[config.mk]
export PLATFORM = sky130hd
export DESIGN_NAME = pll_conf_sequencer
export DESIGN_NICKNAME = d
export VERILOG_FILES = /design/src/rtl/pll_conf_sequencer.sv
export SDC_FILE = /design/constraint.sdc
export NUM_CORES = 1
export LEC_CHECK = 0
export ABC_CLOCK_PERIOD_IN_PS = 2750
export BUFFER_PORTS_ARGS = -buffer_cell sky130_fd_sc_hd__buf_2
export CAP_MARGIN = 10
export CORE_UTILIZATION = 50
export DETAILED_ROUTE_END_ITERATION = 16
export MAX_ROUTING_LAYER = met4
export PLACE_DENSITY_LB_ADDON = 0.3
export SLEW_MARGIN = 0
export SYNTH_ARGS = -nofsm -noshare
export SYNTH_HDL_FRONTEND = slang
export SYNTH_SLANG_ARGS = --single-unit
[constraint.sdc]
create_clock -name scan_clk -period 2.75 [get_ports scan_clk]
set_input_delay 0.275 -clock scan_clk [delete_from_list [all_inputs] [get_ports scan_clk]]
set_output_delay 0.275 -clock scan_clk [all_outputs]
set_load 0.01 [all_outputs]
[src/rtl/pll_conf_sequencer.sv]
// Encodes divide requests into shadow PLL counter words and pushes them to the
// scan-chain block with a one-cycle conf_req, holding them stable while busy.
module pll_conf_sequencer #(
    parameter int SCAN_CYCLES = 160,
    parameter int CNT_W       = 8
) (
    input  logic        scan_clk,
    input  logic        scan_rst,
    input  logic        wr_valid,
    output logic        wr_ready,
    input  logic [2:0]  wr_sel,
    input  logic [8:0]  wr_div,
    input  logic        commit,
    input  logic        err_clr,
    output logic        busy,
    output logic        err,
    output logic [17:0] clock_0_conf,
    output logic [17:0] clock_1_conf,
    output logic [17:0] clock_2_conf,
    output logic [17:0] clock_3_conf,
    output logic [17:0] clock_4_conf,
    output logic [17:0] M_config,
    output logic [17:0] N_config,
    output logic        conf_req
);

    localparam logic [17:0] BYPASS = 18'h2_0000;

    typedef enum logic [1:0] {
        IDLE,
        REQ,
        WAIT
    } state_t;

    state_t             r_state;
    state_t             w_next;
    logic [17:0]        r_shadow [0:6];
    logic [17:0]        r_active [0:6];
    logic               r_inflight;
    logic               r_enc_wr;
    logic [2:0]         r_enc_sel;
    logic [17:0]        r_enc_word;
    logic               r_commit_pend;
    logic [CNT_W-1:0]   r_cnt;
    logic               r_err;

    logic               w_accept;
    logic               w_illegal;
    logic [7:0]         w_high;
    logic [17:0]        w_word;
    logic               w_go;
    logic               w_set_pend;
    logic               w_clr_pend;

    assign wr_ready  = ~scan_rst & (r_state == IDLE) & ~r_inflight & ~r_commit_pend;
    assign w_accept  = wr_valid & wr_ready;
    assign w_illegal = (wr_sel == 3'd7) | (wr_div == 9'd511);

    // high = ceil(div/2) written as floor(div/2) + lsb so it never overflows 8 bits
    assign w_high = wr_div[8:1] + {7'd0, wr_div[0]};

    always_comb begin
        w_word = BYPASS;
        if (wr_div >= 9'd2) begin
            w_word = {1'b0, wr_div[0], w_high, wr_div[8:1]};
        end
    end

    // A pending commit launches as soon as the in-flight shadow write lands
    assign w_go = r_commit_pend | (commit & ~r_inflight);

    always_comb begin
        w_next     = r_state;
        w_set_pend = 1'b0;
        w_clr_pend = 1'b0;
        unique case (r_state)
            IDLE: begin
                if (w_go && !w_accept) begin
                    w_next     = REQ;
                    w_clr_pend = 1'b1;
                end else if (commit) begin
                    w_set_pend = 1'b1;
                end
            end
            REQ: begin
                w_next     = WAIT;
                w_set_pend = commit;
            end
            WAIT: begin
                w_set_pend = commit;
                if (r_cnt == '0) begin
                    w_next = IDLE;
                end
            end
            default: w_next = IDLE;
        endcase
    end

    always_ff @(posedge scan_clk) begin
        if (scan_rst) begin
            r_state       <= IDLE;
            r_commit_pend <= 1'b0;
            r_cnt         <= '0;
        end else begin
            r_state <= w_next;
            if (w_set_pend) begin
                r_commit_pend <= 1'b1;
            end else if (w_clr_pend) begin
                r_commit_pend <= 1'b0;
            end
            if (r_state == REQ) begin
                r_cnt <= CNT_W'(SCAN_CYCLES - 1);
            end else if (r_state == WAIT && r_cnt != '0) begin
                r_cnt <= r_cnt - 1'b1;
            end
        end
    end

    always_ff @(posedge scan_clk) begin
        if (scan_rst) begin
            r_inflight <= 1'b0;
            r_enc_wr   <= 1'b0;
            r_enc_sel  <= '0;
            r_enc_word <= BYPASS;
            r_err      <= 1'b0;
        end else begin
            r_inflight <= w_accept;
            r_enc_wr   <= w_accept & ~w_illegal;
            if (w_accept) begin
                r_enc_sel  <= wr_sel;
                r_enc_word <= w_word;
            end
            r_err <= (w_accept & w_illegal) | (r_err & ~err_clr);
        end
    end

    // Shadow takes the encoded word one cycle after acceptance; active copies only in REQ
    always_ff @(posedge scan_clk) begin
        if (scan_rst) begin
            for (int i = 0; i < 7; i++) begin
                r_shadow[i] <= BYPASS;
                r_active[i] <= BYPASS;
            end
        end else begin
            for (int i = 0; i < 7; i++) begin
                if (r_enc_wr && r_enc_sel == 3'(i)) begin
                    r_shadow[i] <= r_enc_word;
                end
                if (r_state == REQ) begin
                    r_active[i] <= r_shadow[i];
                end
            end
        end
    end

    assign busy         = ~scan_rst & (r_state != IDLE);
    assign conf_req     = ~scan_rst & (r_state == REQ);
    assign err          = ~scan_rst & r_err;
    assign clock_0_conf = r_active[0];
    assign clock_1_conf = r_active[1];
    assign clock_2_conf = r_active[2];
    assign clock_3_conf = r_active[3];
    assign clock_4_conf = r_active[4];
    assign M_config     = r_active[5];
    assign N_config     = r_active[6];

endmodule

Word level (Yosys, flattened, before mapping)
Memory sizes are Yosys's and may differ from the RTL's.
Cells that the tools add are included.
- bits in registers: 35
- bits in writable memories: 252
- bits of input ports: 17
- output and inout port bits: 130
- logic and storage cells: 132
- memories kept: 2
- add/subtract/negate cells: 2
- magnitude comparators: 1
- eq/ne operators: 12
- muxes and demuxes: 53
- bitwise operators: 33
- reduce and logical (&&, ||, !) cells: 20
- memories (memory ; depth ; bits a word ; rd ports ; clocked after memory_dff ; write ports ; line ; RTL):
    r_active ; 7 ; 18 ; 7 ; 0 ; 7 ; 38 ; logic [17:0] r_active [0:6];
    r_shadow ; 7 ; 18 ; 7 ; 0 ; 7 ; 37 ; logic [17:0] r_shadow [0:6];
- operators with widths (kind ; count):
    18-bit 2-to-1 mux ; 15
    1-bit 2-to-1 mux ; 32
    1-bit bitwise OR ; 17
    8-bit 2-to-1 mux ; 2
    3-bit equality test, second input constant ; 4
    1-bit AND ; 11
    9-bit equality test, second input constant ; 1
    9-bit by 2-bit greater-or-equal comparator with 1-bit output, second input constant ; 1
    1-bit logical AND ; 9
    8-bit by 1-bit adder with 8-bit output ; 1
    8-bit logical NOT ; 1
    8-bit nonzero test ; 1
    8-bit by 1-bit subtractor with 8-bit output, second input constant ; 1
    3-bit by 2-bit equality test with 1-bit output, second input constant ; 2
    2-bit case mux with 3 select lines ; 1
    2-bit nonzero test ; 3
    1-bit NOT ; 5
    2-bit 2-to-1 mux ; 2
    2-bit OR reduction ; 2
    3-bit by 1-bit equality test with 1-bit output, second input constant ; 1
    3-bit logical NOT ; 1
    2-bit by 1-bit equality test with 1-bit output, second input constant ; 1
    2-bit equality test, second input constant ; 1
    2-bit logical NOT ; 1
    5 further kinds ; 5

Depth between registers and ports, before layout
Gate-level depths: netlist (run 1).
- word-level depth: 11
- mapped depth: 8

Least setup slack after synthesis (run 1)
OpenSTA, ideal clock, no wires.
- path kind: in2reg
- start point: input scan_rst
- end point: memory r_active[0][0] (enable)
- data arrival time: 2329 ps
- data required time: 2317 ps
- path slack: -12 ps
- stages on the path: 3
- path buffers: 2
- path through: clkbuf_1 -> clkbuf_1 -> or2_2
- RTL lines (what ; line ; RTL):
    start, declared ; 8 ; input logic scan_rst,
    end, declared ; 38 ;

Worst setup path after layout (run 1)
- start point: register r_state[1]
- end point: output conf_req
- cells in the longest elaborated chain, start to end: 2
- RTL lines (what ; line ; RTL):
    start, declared ; 35 ; state_t r_state;
    start signal, assigned ; 105 ; r_state <= w_next;
    2-bit by 1-bit equality test with 1-bit output ; 157 ; assign conf_req = ~scan_rst & (r_state == REQ);
    1-bit AND ; 157 ;
    end, declared ; 24 ; output logic conf_req
Every way passes these cells.

==> metrics.txt, run 1 <==
GPL Wtd Cong=0.838; PortBufs=146; largest net degree at the start of global routing=63; clock skew=0.0144 ns; Die W=148 µm; CTS max path bufs=3; Detailed Routing Iterations Pass 1=5; Worst-Margin Slew=0.836 ns; Synth Instances=743; type of the worst setup path=reg -> out; number of synthesized flops with an enable pin=252; CP startpoint kind=register; WP data arrival=2.23 ns; Post-Layout Cell Count=1200; Resize count post-CTS=0; CTS H-tree lvls=1; number of synthesized register bits=287; Flop pwr share=50.4%; routed length per instance=18.1 µm; Storage cell area=8270 µm²; I/O pins=147; design area=12800 µm²; initial antenna violation count=0; vias post-DR=6074; area taken by multi-input logic gates=2180 µm²; Final ANT Viol Nets=0; # clock sinks=287; vias in the first global route=5852; crit path max fanout=26; Max-slew headroom=44.3%; most instantiated cells after synthesis=252 x edfxtp_1, 113 x nor2_1, 103 x and2_1; Max Freq=399 MHz; Via density=5.06; Most used DFF post-synth=edfxtp_1; fin nets=932; Tightest Hold Check Type=in -> reg; dpl hpwl=13600 µm; mean area per synthesized cell=14.4 µm²; P_leak=5.06 nW; minimum hold slack=0.0187 ns; maximum capacitance violations=0; num rows=53; Placement Setup Slack=0.627 ns; die area=22000 µm²; RSZ-0062 raised after global routing=no; final core occ=61.0%; most common cell in the netlist=edfxtp_1; layout cells sized above 1=23.7%; Die Ht=148 µm; total grt overflow=0; status=completed; Placed Area=11800 µm²; Cell Pwr Density=887 nW/µm²; CTS tree=built; ANT cells=0; combinational power share=16.1%; sw power=2.97 mW; initial core utilization=51.0%; first-pass GRT wire length=33000 µm; area delta synth->final=19.6%; placed cells=1143; Synth top area share=70.6%; Global Route Usage Sum=20.9%; VDD IR-drop max=484 µV; Filler Cells Inserted=1628; Synth Net Count=771; Total Power=11.4 mW; YS warnings=0; switching share of power=26.1%; post-CTS setup buffers=0; Clock Latency Late Sink=0.54 ns; Pint=8.41 mW; synth unique cells=44; post-layout min period=2.51 ns; Core ar.=21000 µm²; Final setup viols=0; Root Driver=clkbuf_16; Hold Buf Count CTS=5; 1st-iter DRT viols=374; TNS Setup=0 ns; Synth async-reset ratio=0%; synth top area cells=edfxtp_1 71%, dfxtp_1 6.5%, and2_1 6.0%; Worst-path clk slew=0.06 ns; post-route setup slack=0.244 ns; clock group share of total power=33.4%; period utilisation layout=91.1%; Seq/Total Area, Yosys=77.1%; worst path required time=2.48 ns; DRC violations left=0; Fin. Hold Viols=0; TritonCTS buffer count=29; Crit. End Element=primary output; Synth area leader=edfxtp_1; Synth Cell Area=10700 µm²; final wirelength=21800 µm; max-slew violations=0
layout make-up:
type                            instances  share of cell area, %
Sequential cell                       287                   64.5
Multi-Input combinational cell        382                   17.0
Timing Repair Buffer                  174                   7.73
Clock buffer                           36                   5.94
Tap cell                              275                   2.68
Clock inverter                         16                   1.26
Inverter                               30                  0.878
worst max-delay path, stage by stage, from the launching register on:
cell and delay [ns]:
dfxtp_1 0.33, inv_1 0.12, ha_1 0.27, inv_1 0.22, nor2_4 0.51, buf_2 0.24
final timing paths:
kind | startpoint | endpoint | slack, ns | cells after the start
worst min-delay path | err_clr | r_err$_SDFF_PP0_ | 0.02 | 3
worst max-delay path | r_state[1]$_SDFFE_PP0P_ | conf_req | 0.24 | 5
worst max register to register | r_state[1]$_SDFFE_PP0P_ | r_enc_word[13]$_SDFFE_PP0P_ | 0.57 | 7
worst min register to register | r_commit_pend$_SDFFE_PP0P_ | r_commit_pend$_SDFFE_PP0P_ | 0.50 | 2
metal layers:
metal	part of all wire, %	track usage, %
met1	43	27.7
met2	47	32.4
met3	6.2	3.53
met4	3.9	8.56
met5	0	-
logic make-up after synthesis:
kind of cell | synth area share [%]
fa+ha+maj | 1.28
compound gates | 2.43
simple gates | 15.6
xor+xnor | 0.735
buf+inv | 2.61
mux | 0.198
flops | 77.1
layout by cell type, fill, tap and decap left out, types with 8 or more instances in the layout:
| master | count |
|---|---|
| inv_1 | 29 |
| a21oi_1 | 11 |
| buf_2 | 146 |
| clkbuf_16 | 29 |
| and2_1 | 103 |
| buf_4 | 20 |
| nand2_1 | 19 |
| edfxtp_1 | 252 |
| nand2b_1 | 24 |
| dfxtp_1 | 35 |
| ha_1 | 11 |
| nor2_1 | 112 |
| nand3_1 | 9 |
| o21ai_0 | 9 |
| clkinv_2 | 8 |
| nor2b_1 | 21 |
power groups by stage:
stage | Sequential (mW) | Clock [mW] | Combinational (mW)
finish | 5.74 | 3.80 | 1.83
global route | 5.80 | 4.02 | 2.02
CTS | 5.75 | 3.85 | 1.86
detailed placement | 5.83 | 0 | 1.84
global placement | 5.83 | 0 | 1.81
floorplan | 6.01 | 0 | 0.832
sequential cells by signal, summed over array words and instances (netlist names):
signal / flops
r_active: 126
r_shadow: 126
r_enc_word: 18
r_cnt: 8
r_enc_sel: 3
r_state: 2
r_commit_pend: 1
r_enc_wr: 1
r_err: 1
r_inflight: 1
(Power assumes the default switching activity.)
==> inputs of run 2 (changes only) <==
--- a/config.mk
+++ b/config.mk
@@ -5,9 +5,11 @@
 export SDC_FILE = /design/constraint.sdc
 export NUM_CORES = 1
 export LEC_CHECK = 0
+export ABC_AREA = 1
 export ABC_CLOCK_PERIOD_IN_PS = 2750
 export BUFFER_PORTS_ARGS = -buffer_cell sky130_fd_sc_hd__buf_2
 export CAP_MARGIN = 10
+export CORE_MARGIN = 5
 export CORE_UTILIZATION = 50
 export DETAILED_ROUTE_END_ITERATION = 16
 export MAX_ROUTING_LAYER = met4
==> metrics.txt, run 2 <==
total grt overflow=0; mean area per synthesized cell=11.9 µm²; Final ANT Viol Nets=0; most instantiated cells after synthesis=266 x nor2_1, 252 x edfxtp_1, 193 x inv_1; 1st-iter DRT viols=532; met3 global-route usage=3.68%; Clock Latency Late Sink=0.53 ns; Placement Setup Slack=0.688 ns; Via density=4.81; number of synthesized register bits=287; synth unique cells=34; first-pass GRT wire length=37100 µm; met2 Use GR=30.5%; Synth Net Count=964; most used routing layer=met2; Max Freq=489 MHz; num rows=54; Root Driver=clkbuf_16; DRC violations left=0; period utilisation layout=74.3%; Core ar.=21800 µm²; crit path max fanout=4; P_leak=5.46 nW; minimum hold slack=0.0287 ns; Regs by FF count=r_active: 126 flops, r_shadow: 126 flops, r_enc_word: 18 flops; Die W=159 µm; area delta synth->final=19.8%; routed length per instance=16.7 µm; I/O pins=147; Synth async-reset ratio=0%; CTS tree=built; vias post-DR=6767; GPL Wtd Cong=0.841; VDD IR-drop max=400 µV; TNS Setup=0 ns; RSZ-0062 raised after global routing=no; worst path required time=2.48 ns; CTS H-tree lvls=1; # clock sinks=287; final wirelength=23500 µm; Most used DFF post-synth=edfxtp_1; max-slew violations=0; synth top area cells=edfxtp_1 68%, nor2_1 9.0%, inv_1 6.5%; most frequent cells in the layout=265 x nor2_1, 252 x edfxtp_1, 191 x inv_1; maximum capacitance violations=0; YS warnings=0; Synth top area share=68.2%; most common cell in the netlist=nor2_1; TritonCTS buffer count=28; initial antenna violation count=0; Fin. Hold Viols=0; design area=13300 µm²; Seq/Total Area, Yosys=74.5%; post-CTS setup buffers=0; largest net degree at the start of global routing=57; Max-slew headroom=53.2%; Global Route Usage Sum=18.9%; type of the worst setup path=reg -> out; post-layout min period=2.04 ns; vias in the first global route=6698; die area=25300 µm²; number of synthesized flops with an enable pin=252; layout cells sized above 1=21.8%; Filler Cells Inserted=1666; Cell Pwr Density=931 nW/µm²; Total Power=12.4 mW; met1 Use GR=25.2%; ANT cells=0; fin nets=1132; PortBufs=146; Detailed Routing Iterations Pass 1=5; dpl hpwl=15300 µm; CP startpoint kind=register; Final setup viols=0; clock skew=0.0147 ns; Synth Instances=936; Tightest Hold Check Type=in -> reg; WP data arrival=1.77 ns; Worst-path clk slew=0.07 ns; post-route setup slack=0.706 ns; status=completed; most common cell after layout, fill and taps aside=nor2_1; Crit. End Element=primary output; initial core utilization=50.9%; CTS max path bufs=3; Placed Area=12200 µm²; Synth area leader=edfxtp_1; Synth Cell Area=11100 µm²; Die Ht=159 µm; Worst-Margin Slew=0.698 ns
==> run 2: changes by cell type in the layout (fill, tap and decap cells not counted), sizes merged, moves of 21 or more <==
cell / previous run / this run
nand2: 20 / 56
nor2b: 21 / 0
inv: 29 / 194
nor2: 113 / 283
and2: 103 / 0
nand2b: 24 / 0
==> run 2: power breakdown <==
part	total [mW]	internal [mW]	leakage, nW	switching (mW)
combinational	2.34	0.731	2.07	1.60
clock	4.25	2.64	0.506	1.61
sequential	5.80	5.56	2.88	0.242
==> run 2: per-layer routing <==
layer  vias to the layer above  routed length, µm
li1                       3290                  -
met1                      3201              10100
met2                       250              11300
met3                        26               1650
met4                         0                345
met5                         -                  0
==> run 2: worst paths after layout <==
path                                              start  cells after the start  slack [ns]                          to
worst max register to register  r_state[0]$_SDFFE_PP0P_                      8        0.72  r_enc_word[8]$_SDFFE_PP0P_
worst min register to register         r_err$_SDFF_PP0_                      2        0.47            r_err$_SDFF_PP0_
worst min-delay path                          wr_div[1]                      3        0.03  r_enc_word[0]$_SDFFE_PP0P_
worst max-delay path            r_state[0]$_SDFFE_PP0P_                      5        0.71                    wr_ready
==> run 2: final cells by class <==
class | instances | area, µm² | share of cell area, %
clock inverters | 20 | 295 | 2.22
inverters | 197 | 744 | 5.60
clock buffers | 32 | 757 | 5.69
flip-flops and latches | 287 | 8270 | 62.2
repair buffers | 166 | 948 | 7.13
multi-input cells | 424 | 1930 | 14.5
well taps | 280 | 350 | 2.63
==> run 2: kinds of logic (layout without fill, tap and decap cells) <==
| group | Yosys count | in the layout | share of synthesized area, % |
|---|---|---|---|
| adder cells (fa/ha/maj) | 11 | 11 | 1.24 |
| AND/OR/NAND/NOR | 364 | 364 | 13.3 |
| AO/OA/AOI/OAI | 43 | 43 | 2.20 |
| XOR/XNOR | 6 | 6 | 0.474 |
| flip-flops | 287 | 287 | 74.5 |
| buffers and inverters | 225 | 415 | 8.27 |
==> run 2: repair_timing <==
item,in CTS,in global routing
resized for setup,0,0
endpoints found under the hold margin,2,0
hold buffers,2,0
==> run 2: worst max-delay path: stages (launching register included) <==
cell     delay, ns
dfxtp_1       0.36
inv_1         0.12
ha_1          0.19
inv_1         0.07
nor4_1        0.29
buf_2         0.20
==> run 2: per-stage QoR <==
stage | util (%) | cells
floorplan | - | 936
global placement | 56.0 | 1352
detailed placement | 56.0 | 1352
CTS | 60.9 | 1406
global route | 60.9 | 1406
finish | 60.9 | 1406
==> inputs of run 3 (changes only) <==
--- a/config.mk
+++ b/config.mk
@@ -5,8 +5,8 @@
 export SDC_FILE = /design/constraint.sdc
 export NUM_CORES = 1
 export LEC_CHECK = 0
-export ABC_AREA = 1
-export ABC_CLOCK_PERIOD_IN_PS = 2750
+export ABC_AREA = 0
+export ABC_CLOCK_PERIOD_IN_PS = 1800
 export BUFFER_PORTS_ARGS = -buffer_cell sky130_fd_sc_hd__buf_2
 export CAP_MARGIN = 10
 export CORE_MARGIN = 5
==> constraint.sdc (replaced) <==
create_clock -name scan_clk -period 1.8 [get_ports scan_clk]
set_input_delay 0.18 -clock scan_clk [delete_from_list [all_inputs] [get_ports scan_clk]]
set_output_delay 0.18 -clock scan_clk [all_outputs]
set_load 0.01 [all_outputs]
==> metrics.txt, run 3 (same netlist as run 1, synthesis figures left out) <==
status=completed; worst-path cell chain=inv_4 -> ha_4 -> clkinvlp_4 -> nor2_4 -> buf_12 -> buf_2; die area=24500 µm²; post-route setup slack=0.0263 ns; crit path max fanout=4; Global Route Usage Sum=19.7%; DRC violations left=0; Final setup viols=0; maximum capacitance violations=0; CTS max path bufs=3; vias post-DR=6335; vias in the first global route=6176; RSZ-0062 raised after global routing=yes; VDD IR-drop max=744 µV; area delta synth->final=23.2%; CTS H-tree lvls=1; Fin. Hold Viols=0; Max Freq=564 MHz; Worst Reg-to-Reg Cells=8; WP data arrival=1.59 ns; final core occ=62.6%; max-slew violations=0; TritonCTS buffer count=28; dpl hpwl=14800 µm; placed cells=1163; initial core utilization=50.8%; initial antenna violation count=0; 1st-iter DRT viols=441; period utilisation layout=98.5%; Crit. End Element=primary output; most common cell after layout, fill and taps aside=edfxtp_1; CP startpoint kind=register; Regs by FF count=r_active: 126 flops, r_shadow: 126 flops, r_enc_word: 18 flops; Clock Latency Late Sink=0.54 ns; largest net degree at the start of global routing=49; post-layout min period=1.77 ns; Placement Setup Slack=-0.0108 ns; clock skew=0.0213 ns; Crit path buffers/inverters=4; Largest stage delay, worst path=0.34 ns; # clock sinks=287; Tightest Hold Check Type=in -> reg; TNS Setup=0 ns; Slowest cell on crit path=dfxtp_2; Final ANT Viol Nets=0; I/O pins=147; Worst-path clk slew=0.06 ns; Root Driver=clkbuf_16; minimum hold slack=0.0571 ns; PortBufs=146; Post-Layout Cell Count=1237; Max-slew headroom=56.2%; type of the worst setup path=reg -> out; worst path required time=1.62 ns; Stages on worst setup path=6; CTS tree=built; final wirelength=23300 µm; Via density=5.12; first-pass GRT wire length=35600 µm; fin nets=969; layout cells sized above 1=26.6%; num rows=53; Cell Pwr Density=1310 nW/µm²; ANT cells=0; Top delay family on crit path=buffers and inverters; Die Ht=156 µm; most frequent cells in the layout=252 x edfxtp_1, 146 x buf_2, 112 x nor2_1; Die W=156 µm; GPL Wtd Cong=0.806; total grt overflow=0; hold path depth=4; routed length per instance=18.9 µm; Worst-Margin Slew=0.657 ns; Detailed Routing Iterations Pass 1=5; P_leak=5.22 nW; Core ar.=21100 µm²
-- run 3: what timing repair did --
item | CTS | global route
buffers inserted | 7 | 0
hold endpoints to repair | 19 | 0
hold buffers | 14 | 0
pin swaps | 3 | 2
gates resized for setup | 4 | 6
endpoints found under the setup margin | 3 | 14
cloned | 2 | 0
-- run 3: metal layers --
layer / wire, µm / track usage, % / vias to the layer above
li1: - / - / 2974
met1: 9800 / 27.2 / 3076
met2: 11300 / 31.1 / 251
met3: 1740 / 2.96 / 34
met4: 500 / 5.08 / 0
met5: 0 / - / -
-- run 3: final cells by class --
class                      instances  area, µm²
sequential                       287       8270
inverter                          30        123
timing repair buffer             212       1400
tap                              275        344
multi-input combinational        382       2240
clock buffer                      41        769
fill                            1594       7880
clock inverter                    10       57.6
-- run 3: power by group --
part           internal, mW  switching, mW
clock network          2.96           2.31
registers              8.42          0.367
logic                  1.34           1.95
total                  12.7           4.62
-- run 3: tightest hold or removal path, cell delays in order --
cell	delay (ns)
buf_2	0.11
nor2b_1	0.12
o21ai_0	0.06
a21oi_1	0.07
-- run 3: worst paths after layout --
path / startpoint / slack [ns] / end
worst min register to register: r_shadow[2][17]$_SDFFCE_PN1P_ / 0.50 / r_active[2][17]$_SDFFCE_PN1P_
worst max-delay path: r_state[1]$_SDFFE_PP0P_ / 0.03 / conf_req
worst min-delay path: commit / 0.06 / r_commit_pend$_SDFFE_PP0P_
worst max register to register: r_state[1]$_SDFFE_PP0P_ / 0.06 / r_active[4][3]$_SDFFCE_PN0P_
-- run 3: metrics by stage --
step	total power, mW	instance area, µm²
after floorplan	10.5	10800
after global routing	18.1	13200
after CTS	17.4	13200
after global placement	11.9	12100
after detailed placement	12.0	12100
final	17.3	13200
